--- config.mk ---
export PLATFORM = sky130hd
export DESIGN_NAME = serial_add_n
export DESIGN_NICKNAME = d
export VERILOG_FILES = /design/src/rtl/serial_add_pkg.sv /design/src/rtl/serial_add_slice.sv /design/src/rtl/serial_add_n.sv
export SDC_FILE = /design/constraint.sdc
export NUM_CORES = 1
export LEC_CHECK = 0
export CAP_MARGIN = 15
export CORE_MARGIN = 5
export CORE_UTILIZATION = 48
export DETAILED_ROUTE_END_ITERATION = 10
export PLACE_DENSITY_LB_ADDON = 0.2
export SLEW_MARGIN = 20
export SYNTH_ARGS = -nofsm -noshare
export SYNTH_HDL_FRONTEND = slang
export SYNTH_HIERARCHICAL = 1
export SYNTH_SLANG_ARGS = --single-unit
--- constraint.sdc ---
create_clock -name CP -period 2.2 [get_ports CP]
set_clock_uncertainty 0.05 [all_clocks]
set_input_delay 0.44 -clock CP [delete_from_list [all_inputs] [get_ports CP]]
set_output_delay 0.44 -clock CP [all_outputs]
set_load 0.01 [all_outputs]
--- src/rtl/serial_add_pkg.sv ---
// serial_add_pkg: shared definitions for the bit-serial adder.
//   state_e   - FSM state encoding (IDLE=2'b00, RUN=2'b01, DONE=2'b10)
//   cnt_width - bit-counter width for a given operand width, max(1, ceil(log2 W))
package serial_add_pkg;

  typedef enum logic [1:0] {
    StIdle = 2'b00,
    StRun  = 2'b01,
    StDone = 2'b10
  } state_e;

  function automatic int unsigned cnt_width(input int unsigned w);
    if (w <= 32'd2) begin
      return 32'd1;
    end
    return 32'($clog2(w));
  endfunction

endpackage

--- src/rtl/serial_add_slice.sv ---
// serial_add_slice: one full-adder bit with a registered carry.
// Ports:
//   CP       in  clock, rising edge
//   CD       in  asynchronous active-low reset, clears the carry flop
//   load     in  load the carry flop from cin_load instead of the adder carry
//   cin_load in  carry value loaded when load is high
//   a, b     in  operand bits for the current position
//   s        out combinational sum bit a ^ b ^ c
//   c        out registered carry (carry-in of the current bit)
module serial_add_slice (
  input  logic CP,
  input  logic CD,
  input  logic load,
  input  logic cin_load,
  input  logic a,
  input  logic b,
  output logic s,
  output logic c
);

  logic r_c;
  logic w_maj;

  always_comb begin
    s     = a ^ b ^ r_c;
    w_maj = (a & b) | (a & r_c) | (b & r_c);
  end

  always_ff @(posedge CP or negedge CD) begin
    if (!CD) begin
      r_c <= 1'b0;
    end else if (load) begin
      r_c <= cin_load;
    end else begin
      r_c <= w_maj;
    end
  end

  assign c = r_c;

endmodule

--- src/rtl/serial_add_n.sv ---
// serial_add_n: bit-serial W-bit adder, LSB first, one bit per clock.
// Ports:
//   CP    in  clock, rising edge
//   CD    in  asynchronous active-low reset
//   START in  request; accepted in IDLE or DONE, ignored while running
//   A, B  in  W-bit operands, captured on an accepted START
//   CIN   in  carry-in, captured on an accepted START
//   BUSY  out high while the sum is being resolved
//   DONE  out one-cycle pulse when S/COUT hold the new result
//   S     out W-bit sum, (A + B + CIN) mod 2^W
//   COUT  out carry out of bit W-1
module serial_add_n
  import serial_add_pkg::*;
#(
  parameter int unsigned W = 8
) (
  input  logic         CP,
  input  logic         CD,
  input  logic         START,
  input  logic [W-1:0] A,
  input  logic [W-1:0] B,
  input  logic         CIN,
  output logic         BUSY,
  output logic         DONE,
  output logic [W-1:0] S,
  output logic         COUT
);

  localparam int unsigned   CW      = cnt_width(W);
  localparam logic [CW-1:0] LastCnt = CW'(W - 1);

  state_e        r_state;
  logic [CW-1:0] r_cnt;
  logic [W-1:0]  r_a;
  logic [W-1:0]  r_b;
  logic [W-1:0]  r_sum;
  logic          r_busy;
  logic          r_done;

  logic          w_run;
  logic          w_accept;
  logic          w_slice_a;
  logic          w_slice_b;
  logic          w_s;
  logic          w_c;
  logic [W-1:0]  w_sum_next;

  always_comb begin
    w_run    = (r_state == StRun);
    w_accept = START && ((r_state == StIdle) || (r_state == StDone));
    // Outside RUN both slice inputs mirror the carry, so majority(c, c, c) = c
    // and the carry flop (which drives COUT) holds its value.
    w_slice_a = w_run ? r_a[0] : w_c;
    w_slice_b = w_run ? r_b[0] : w_c;
  end

  serial_add_slice u_slice (
    .CP       (CP),
    .CD       (CD),
    .load     (w_accept),
    .cin_load (CIN),
    .a        (w_slice_a),
    .b        (w_slice_b),
    .s        (w_s),
    .c        (w_c)
  );

  // New sum bit enters at the MSB; after W shifts bit 0 lands at position 0.
  if (W == 1) begin : g_sum_w1
    assign w_sum_next = w_s;
  end else begin : g_sum_wn
    assign w_sum_next = {w_s, r_sum[W-1:1]};
  end

  always_ff @(posedge CP or negedge CD) begin
    if (!CD) begin
      r_state <= StIdle;
      r_cnt   <= '0;
      r_a     <= '0;
      r_b     <= '0;
      r_sum   <= '0;
      r_busy  <= 1'b0;
      r_done  <= 1'b0;
    end else begin
      r_done <= 1'b0;
      case (r_state)
        StIdle, StDone: begin
          if (START) begin
            r_a     <= A;
            r_b     <= B;
            r_cnt   <= '0;
            r_state <= StRun;
            r_busy  <= 1'b1;
          end else begin
            r_state <= StIdle;
            r_busy  <= 1'b0;
          end
        end
        StRun: begin
          r_sum <= w_sum_next;
          r_a   <= r_a >> 1;
          r_b   <= r_b >> 1;
          r_cnt <= r_cnt + CW'(1);
          if (r_cnt == LastCnt) begin
            r_state <= StDone;
            r_busy  <= 1'b0;
            r_done  <= 1'b1;
          end
        end
        default: begin
          // Encoding 2'b11 is unreachable; recover without touching S/COUT.
          r_state <= StIdle;
          r_busy  <= 1'b0;
        end
      endcase
    end
  end

  assign BUSY = r_busy;
  assign DONE = r_done;
  assign S    = r_sum;
  assign COUT = w_c;

endmodule

==> metrics.txt <==
status=finished clean; Nets=209; Static Leak=0.8707 nW; CTS resizes=0; Critical Path RT=1.71 ns; I/O Pins=31; CTS Hold Bufs=0; clk_lat worst skew=0.34 ns; CTS tree=done; CP Class=register to primary output; Die Wd=67.08 µm; clock sinks=32; layout cell share with drive strength beyond 1=0.1176; Clock Pin Slew Worst Setup and Hold Paths=0.11 ns; port bufs=30; critical path buffer and inverter count=1; post-synth net total=175; Setup Fix Bufs, Post-CTS=0; htree depth=2; Final Max Tran Viols=0; Mapped Cells=152; number of diodes=0; Vias/cell=5.087; pin count of the biggest net entering global routing=33; hpwl dp=2.144 mm; MaxCap Viol Count=0; Hold Path Class=primary input to asynchronous set/reset pin; Initial Utilization=0.5081; Met2 Routed Length=1.391 mm; Routed WL=3.005 mm; Initial DRC Count=57; initial antenna violation count=0; Area growth syn-to-layout=26.40%; Worst Setup Start Kind=register; CTS Buf Count=5; post-route ant nets=0; slowest cell on the critical path=clkdlybuf4s50_1; vias in the first global route=1239; worst path arrival time=1.30 ns; Wirelength per Cell=13.01 µm; routed vias=1175; sequential element share of the synthesized area=0.5120; critical path cell sequence=clkdlybuf4s50_1; mapped cell area=0.001564 mm²; family with the most delay on the worst path=buffers and inverters; Final min period=1.790 ns; Die Span Y=67.08 µm; largest stage delay on the critical path=0.57 ns; worst-margin pin slew=0.4087 ns; YS warnings=6; GRT Total Usage=0.1649; post-synthesis register bit count=32; Max Used Layer=met4; first-pass GRT wire length=5.444 mm; met3 wire len=182 µm; most frequent cells in the layout=dfrtp_1 (32), nand2_1 (32), clkdlybuf4s50_1 (30), mux2i_1 (11), nor2b_1 (10); wire length on met1=1.387 mm; VDD IR-drop max=0.6899 mV; crit end category=primary output; drc violations=0; row count=20; Pwr per Cell Area=1332 mW/mm²; setup TNS=0 ns; Pre-antenna DRT Iters=4; Rel. slew slack=0.7275; die area=0.004500 mm²; critical path peak fanout=3; Final Hold Viols=0; GPL Wtd Cong=0.7750; Synth Area per Inst=10.29 µm²; GR Overflow Total=0; Core ar.=0.003078 mm²; Netlist cell types=28; final setup fails=0; RSZ-0062 raised after global routing=false; CTS max path bufs=2; final period utilization=0.8136; clock root cell=clkbuf_4; Fmax=0.5587 GHz; fill cell count=273; smallest hold slack=0.4317 ns
## flip-flops by register name, indices dropped and copies added, names as in the netlist
signal,flops
S,8
u_slice/c,1
r_cnt,3
r_a,8
r_state,2
DONE,1
BUSY,1
r_b,8
## synthesized netlist by cell type
cell type | instances | area [µm²]
dfrtp_1 | 32 | 800.8
nand2_1 | 32 | 120.1
mux2i_1 | 11 | 110.1
nor2b_1 | 10 | 62.56
a211oi_1 | 9 | 67.56
a21oi_1 | 9 | 45.04
buf_4 | 6 | 45.04
nand3_1 | 4 | 20.02
nor2_1 | 4 | 15.01
buf_2 | 3 | 15.01
nand2b_1 | 3 | 18.77
nor3_1 | 3 | 15.01
o21ai_0 | 3 | 15.01
o22ai_1 | 3 | 18.77
a22o_1 | 2 | 17.52
a22oi_2 | 2 | 25.02
and2_1 | 2 | 12.51
buf_6 | 2 | 22.52
ha_1 | 2 | 25.02
mux2_2 | 2 | 22.52
clkbuf_1 | 1 | 3.750
fa_1 | 1 | 20.02
inv_1 | 1 | 3.750
inv_4 | 1 | 6.260
mux2_4 | 1 | 15.01
o21ai_1 | 1 | 5.000
o31ai_1 | 1 | 7.510
xnor2_1 | 1 | 8.760
## per-stage QoR
| step | utilization | area, µm² | cells | setup slack (ns) | total power [mW] |
|---|---|---|---|---|---|
| 2_1_floorplan | - | 1564 | 152 | 0.3271 | 1.849 |
| 3_3_place_gp | 0.6175 | 1901 | 223 | 0.4061 | 2.162 |
| 3_5_place_dp | 0.6175 | 1901 | 223 | 0.3882 | 2.214 |
| 4_1_cts | 0.6423 | 1977 | 231 | 0.3773 | 2.667 |
| 5_1_grt | 0.6423 | 1977 | 231 | 0.3181 | 2.880 |
| 6_report | 0.6423 | 1977 | 231 | 0.4101 | 2.634 |
## worst paths after layout
kind / from / end / slack [ns] / cells past startpoint
max in group asynchronous: CD / r_a[4] / 1.36 / 2
min in group CP: S[0] / S[0] / 0.43 / 2
hold / removal: CD / DONE / 0.43 / 2
setup / recovery: u_slice/c / COUT / 0.41 / 1
setup reg to reg: r_state[0] / u_slice/c / 0.45 / 4
hold reg to reg: S[0] / S[0] / 0.43 / 2
## cell type report
type                    count  area, µm²  share of cell area
flip-flops and latches     32      800.8              0.4051
clock inverters             2      35.03             0.01772
well taps                  44      55.05             0.02785
repair buffers             39      367.9              0.1861
clock buffers               6      41.29             0.02089
inverters                   2      10.01            0.005063
multi-input cells         106      666.9              0.3373
## per-layer routing
layer,up-vias,global-route usage
li1,589,-
met1,552,0.1991
met2,30,0.2577
met3,4,0.06745
met4,0,0.06835
met5,-,0
## logic make-up (layout without fill, tap and decap cells)
| kind of cell | count (synthesis) | after routing | synth area share |
|---|---|---|---|
| adders and majority gates | 3 | 3 | 0.02880 |
| buffers and inverters | 14 | 49 | 0.06159 |
| and+or+nand+nor | 58 | 58 | 0.1688 |
| xor gates and xnor gates | 1 | 1 | 0.005601 |
| AOI/OAI and AO/OA | 30 | 30 | 0.1288 |
| muxes | 14 | 14 | 0.09440 |
| DFF | 32 | 32 | 0.5120 |
## power breakdown
| part | internal [mW] | switching, mW |
|---|---|---|
| combinational | 0.600 | 0.526 |
| sequential | 0.857 | 0.208 |
| clock | 0.238 | 0.204 |
| total | 1.70 | 0.938 |
Note: power is estimated with default switching activity, not from simulation.
